<file path="config.mk">
export PLATFORM = sky130hd
export DESIGN_NAME = sargantana_icache_tag_ctrl
export DESIGN_NICKNAME = d
export VERILOG_FILES = /design/src/rtl/sargantana_icache_pkg.sv /design/src/rtl/sargantana_icache_victim_sel.sv /design/src/rtl/sargantana_icache_tag_ctrl.sv
export SDC_FILE = /design/constraint.sdc
export NUM_CORES = 1
export LEC_CHECK = 0
export BUFFER_PORTS_ARGS = -buffer_cell sky130_fd_sc_hd__buf_2
export CORE_ASPECT_RATIO = 1.25
export CORE_MARGIN = 2
export CORE_UTILIZATION = 25
export DETAILED_ROUTE_END_ITERATION = 10
export PLACE_DENSITY = 0.57
export REMOVE_ABC_BUFFERS = 1
export SLEW_MARGIN = 20
export SYNTH_ARGS = -nofsm -noshare
export SYNTH_HDL_FRONTEND = slang
export SYNTH_HIERARCHICAL = 1
export SYNTH_SLANG_ARGS = --single-unit
export TNS_END_PERCENT = 30
</file>
<file path="constraint.sdc">
create_clock -name clk_i -period 4.3 [get_ports clk_i]
set_clock_uncertainty 0.05 [all_clocks]
set_input_delay 0.215 -clock clk_i [delete_from_list [all_inputs] [get_ports clk_i]]
set_output_delay 0.215 -clock clk_i [all_outputs]
set_load 0.02 [all_outputs]
</file>
<file path="src/rtl/sargantana_icache_pkg.sv">
// Shared geometry constants and controller state type for the I-cache tag path.
package sargantana_icache_pkg;

  localparam int ICACHE_N_WAY = 4;
  localparam int ICACHE_DEPTH = 64;
  localparam int IDX_WIDTH    = $clog2(ICACHE_DEPTH);
`ifdef PADDR_39
  localparam int TAG_WIDHT    = 27;
`else
  localparam int TAG_WIDHT    = 20;
`endif
  localparam int RR_WIDTH     = (ICACHE_N_WAY > 1) ? $clog2(ICACHE_N_WAY) : 1;

  typedef enum logic {
    IDLE   = 1'b0,
    LOOKUP = 1'b1
  } tag_ctrl_state_t;

endpackage

</file>
<file path="src/rtl/sargantana_icache_victim_sel.sv">
// Victim way picker: lowest invalid way, otherwise the round-robin pointer as one-hot.
module sargantana_icache_victim_sel
  import sargantana_icache_pkg::*;
#(
  parameter int N_WAY = ICACHE_N_WAY,
  parameter int PTR_W = RR_WIDTH
) (
  input  logic [N_WAY-1:0] vbit,
  input  logic [PTR_W-1:0] rr_ptr,
  output logic [N_WAY-1:0] victim
);

  logic [N_WAY:0]   free_seen;
  logic [N_WAY-1:0] first_free;
  logic [N_WAY-1:0] rr_onehot;

  assign free_seen[0] = 1'b0;

  // free_seen[w] says some lower-index way is already free.
  generate
    for (genvar gi = 0; gi < N_WAY; gi++) begin : g_way
      assign first_free[gi]  = ~vbit[gi] & ~free_seen[gi];
      assign free_seen[gi+1] = free_seen[gi] | ~vbit[gi];
      assign rr_onehot[gi]   = (rr_ptr == PTR_W'(gi));
    end
  endgenerate

  assign victim = free_seen[N_WAY] ? first_free : rr_onehot;

endmodule

</file>
<file path="src/rtl/sargantana_icache_tag_ctrl.sv">
// I-cache tag array controller: lookups with one-cycle compare, refill writes and flushes.
module sargantana_icache_tag_ctrl
  import sargantana_icache_pkg::*;
(
  input  logic                                   clk_i,
  input  logic                                   rstn_i,
  input  logic                                   lookup_valid_i,
  output logic                                   lookup_ready_o,
  input  logic [IDX_WIDTH-1:0]                   lookup_idx_i,
  input  logic [TAG_WIDHT-1:0]                   lookup_tag_i,
  output logic                                   resp_valid_o,
  output logic                                   resp_hit_o,
  output logic [ICACHE_N_WAY-1:0]                resp_hit_way_o,
  output logic [ICACHE_N_WAY-1:0]                resp_victim_way_o,
  input  logic                                   refill_valid_i,
  input  logic [ICACHE_N_WAY-1:0]                refill_way_i,
  input  logic [IDX_WIDTH-1:0]                   refill_idx_i,
  input  logic [TAG_WIDHT-1:0]                   refill_tag_i,
  output logic                                   refill_ack_o,
  input  logic                                   flush_i,
  output logic [ICACHE_N_WAY-1:0]                tmem_req_o,
  output logic                                   tmem_we_o,
  output logic                                   tmem_vbit_o,
  output logic                                   tmem_flush_o,
  output logic [TAG_WIDHT-1:0]                   tmem_data_o,
  output logic [IDX_WIDTH-1:0]                   tmem_addr_o,
  input  logic [ICACHE_N_WAY-1:0][TAG_WIDHT-1:0] tmem_tag_way_i,
  input  logic [ICACHE_N_WAY-1:0]                tmem_vbit_i
);

  tag_ctrl_state_t      state_reg;
  logic [IDX_WIDTH-1:0] lat_idx_reg;
  logic [TAG_WIDHT-1:0] lat_tag_reg;
  logic [RR_WIDTH-1:0]  rr_ptr_reg;

  logic in_idle;
  logic in_lookup;
  logic lookup_fire;
  logic [ICACHE_N_WAY-1:0] hv;
  logic [ICACHE_N_WAY:0]   hit_seen;
  logic [ICACHE_N_WAY-1:0] hit_lowest;
  logic [ICACHE_N_WAY-1:0] victim;

  // Outputs are combinational, so every one is gated by rstn_i to read 0 in reset.
  assign in_idle        = rstn_i & (state_reg == IDLE);
  assign in_lookup      = rstn_i & (state_reg == LOOKUP);
  assign tmem_flush_o   = rstn_i & flush_i;
  assign refill_ack_o   = in_idle & ~flush_i & refill_valid_i;
  assign lookup_ready_o = in_idle & ~flush_i & ~refill_valid_i;
  assign lookup_fire    = lookup_ready_o & lookup_valid_i;

  assign tmem_req_o  = refill_ack_o ? refill_way_i :
                       lookup_fire  ? {ICACHE_N_WAY{1'b1}} : '0;
  assign tmem_we_o   = refill_ack_o;
  assign tmem_vbit_o = refill_ack_o;
  assign tmem_data_o = refill_ack_o ? refill_tag_i : '0;
  assign tmem_addr_o = refill_ack_o ? refill_idx_i :
                       lookup_fire  ? lookup_idx_i :
                       in_lookup    ? lat_idx_reg  : '0;

  assign hit_seen[0] = 1'b0;

  generate
    for (genvar gi = 0; gi < ICACHE_N_WAY; gi++) begin : g_cmp
      assign hv[gi]           = tmem_vbit_i[gi] & (tmem_tag_way_i[gi] == lat_tag_reg);
      assign hit_lowest[gi]   = hv[gi] & ~hit_seen[gi];
      assign hit_seen[gi+1]   = hit_seen[gi] | hv[gi];
    end
  endgenerate

  sargantana_icache_victim_sel #(
    .N_WAY (ICACHE_N_WAY),
    .PTR_W (RR_WIDTH)
  ) u_victim_sel (
    .vbit   (tmem_vbit_i),
    .rr_ptr (rr_ptr_reg),
    .victim (victim)
  );

  // A flush during the compare cycle aborts the lookup, so no response escapes.
  assign resp_valid_o      = in_lookup & ~flush_i;
  assign resp_hit_o        = resp_valid_o & hit_seen[ICACHE_N_WAY];
  assign resp_hit_way_o    = resp_valid_o ? hit_lowest : '0;
  assign resp_victim_way_o = resp_valid_o ? victim : '0;

  always_ff @(posedge clk_i or negedge rstn_i) begin
    if (!rstn_i) begin
      state_reg   <= IDLE;
      lat_idx_reg <= '0;
      lat_tag_reg <= '0;
      rr_ptr_reg  <= '0;
    end else begin
      case (state_reg)
        IDLE: begin
          if (lookup_fire) begin
            state_reg   <= LOOKUP;
            lat_idx_reg <= lookup_idx_i;
            lat_tag_reg <= lookup_tag_i;
          end
          if (refill_ack_o && (refill_way_i != '0)) begin
            rr_ptr_reg <= rr_ptr_reg + 1'b1;
          end
        end
        LOOKUP:  state_reg <= IDLE;
        default: state_reg <= IDLE;
      endcase
    end
  end

endmodule

</file>
==> key figures <==
Detailed routing
  • First-pass detailed-route iteration total: 4
  • DR vias/cell: 4.37
  • DRC violations left: 0
  • Via count: 2603
  • WL per Instance: 15.4 um
  • Final WL: 9.17 mm
  • Initial DRC count: between 80 and 90
  • Number of routed nets with antenna violations: 0

Run
  • Max-cap violations: 0

Clock network
  • CTS buffer count: 5
  • Post-CTS Hold Fix Bufs: 0
  • Postcts setup bufs: 0
  • Post-CTS resize count: 0
  • CTS Root Cell: clkbuf_16
  • CTS tree: built
  • CTS max path bufs: 2
  • H-tree lvl count: 2
  • CTS Sinks: 29
  • CTS clk-pin slew, worst paths: 0.05 ns
  • Worst skew pair latency: 0.27 ns

Min path
  • Type of the worst min-delay path: input port to asynchronous set/reset pin

Placement
  • HPWL Detailed: ~7.8 mm
  • I/O Buffers: 189
  • Worst slack at placement: roughly 1.9 ns
  • Placed cells: 588
  • Final Wtd Congestion: 0.807

Finish
  • Final antenna diode count: 0
  • Layout cells sized above 1: 44.0%
  • Post-route insts no fill: between 500 and 600
  • Fill count: between 1000 and 1500
  • Register Area: 726 um^2
  • Multi-input logic area: 1610 um^2
  • Max reg flops: 20
  • Final nets: 614
  • Area growth syn-to-layout: 45.0%

Synth
  • Yosys cell types: 30
  • Syn. warnings: 6
  • Top-area cell type share of the netlist area: 29.0%
  • Mapped Area: 2500 um^2
  • EDFF count, synth: 0
  • Seq/Total Area, Yosys: ~29%
  • Synth area leader: dfrtp_1
  • Seq cells post-synth: 29
  • Post-synth top flop: dfrtp_1
  • Asr flop ratio synth: between 90% and 100%
  • Avg Cell Area, Syn: 8.29 um^2
  • Top cells by area, synth: dfrtp_1, xnor2_1, nand2_1
  • Mapped Cells: 302

Status
  • Failing checks: hold timing
  • Status: finished with violations

Timing
  • Min Tclk post-route: 2.62 ns
  • Count of pins over their slew limit: 0
  • Fin crit share: 61.0%
  • Worst hold margin: -0.00176 ns
  • Fin worst setup slack: 1.68 ns
  • Fin. Hold Viols: 7
  • Worst-Margin Slew: 0.692 ns
  • RSZ-0062 raised after global routing: false
  • Setup TNS: 0 ns
  • Slew headroom: 53.7%
  • Fmax: 381 MHz
  • Setup violations, final: 0

Floorplanning
  • Die area: 10800 um^2
  • Core box area: between 9000 and 10000 um^2
  • Ports: 190
  • Die span in y: approximately 120 um
  • Starting Density: 25.9%
  • Die Wd: 93.5 um
  • Cell Rows: 40

Global route
  • Overflow after GRT: 0
  • GR Util All Layers: about 16%
  • Vias in the first global route: ~2500
  • Pin count of the biggest net entering global routing: 35
  • First-pass GRT wire length: 13.6 mm
  • Antenna violations before repair: 0

Setup path
  • Arr. time, crit path: 2.36 ns
  • Crit Path Class: flip-flop to output port
  • CP endpoint kind: output port
  • Worst Path Required: 4.03 ns
  • Startpoint Class: flip-flop
  • Max FO, Critical Path: 32

Pwr
  • Pwr dens: 332 nW/um^2
  • Peak supply drop: 0.134 mV
  • Pleak: 1.87 nW
-- cells in the mapped netlist (4+ instances only) --
master	number
nor4_1	9
xnor2_1	67
nand3_1	5
nand2_1	74
buf_2	22
and2_1	25
a22o_1	6
clkbuf_1	5
nand4_1	16
mux2_2	4
dfrtp_1	29
xor2_1	15
-- power breakdown --
group	internal (mW)	total [mW]	switching [mW]
combinational	0.212	0.375	0.163
clock	0.273	0.395	0.122
sequential	0.330	0.435	0.105
-- critical path, stage by stage (launching register included) --
cell and delay (ns):
dfrtp_1 0.44, nor4b_4 0.36, nand2_2 0.46, mux2_4 0.46, a22o_1 0.20, buf_2 0.15
-- placed cells by master (no fill, tap or decap), types with 2 or more instances in the layout --
cell,n
nand3_1,5
and4_1,2
nand4b_1,2
and2_1,25
xnor2_1,67
xor2_1,15
buf_2,189
mux2_4,2
a21oi_1,2
nor4_1,9
nand2_1,74
nand3b_1,2
mux2_2,4
inv_1,2
nand4_1,16
a22o_1,6
clkbuf_16,5
dfrtp_1,29
-- metrics by stage --
step	hold WS, ns	utilization, %	area (um^2)	power, mW
4_1_cts	0.000922	37.6	3630	1.22
6_report	-0.00176	37.6	3630	1.21
3_3_place_gp	0.290	35.8	3460	0.813
2_1_floorplan	-0.131	-	2350	0.651
5_1_grt	0.0368	37.6	3630	1.28
3_5_place_dp	0.287	35.8	3460	0.819
-- layer usage --
layer | global-route usage [%] | vias to the layer above | share of wire, %
met2 | 28.4 | 93 | 50
met4 | 4.80 | 0 | 1.5
met1 | 20.9 | 1190 | 42
met5 | 0 | - | 0
met3 | 3.19 | 8 | 6.0
li1 | - | 1312 | -
-- worst paths after layout --
kind                                 start               to  slack, ns  cells past startpoint
min                                 rstn_i   lat_tag_reg[4]     -0.002                      2
min in group clk_i         lookup_tag_i[2]   lat_tag_reg[2]       0.08                      3
max                              state_reg   tmem_addr_o[4]       1.68                      5
max in group asynchronous           rstn_i  lat_tag_reg[10]       3.91                      2
min reg2reg                 lat_idx_reg[4]   lat_idx_reg[4]       0.44                      1
max reg2reg                      state_reg   lat_tag_reg[1]       1.98                      5
-- cell type report --
class                           count  share of cell area (%)
Multi-Input combinational cell    241                    44.5
Timing Repair Buffer              190                    26.3
Sequential cell                    29                    20.0
Tap cell                          126                    4.34
Clock buffer                        5                    3.45
Clock inverter                      3                    1.28
Inverter                            2                   0.207
-- logic make-up after synthesis --
| family | after synthesis | synth area share, % |
|---|---|---|
| AOI/OAI and AO/OA | 12 | 3.80 |
| xor gates and xnor gates | 82 | 28.7 |
| buffers and inverters | 32 | 6.50 |
| DFF | 29 | 29.0 |
| muxes | 6 | 3.00 |
| and+or+nand+nor | 141 | 29.0 |
No activity file was read; power rests on OpenSTA's default activity.
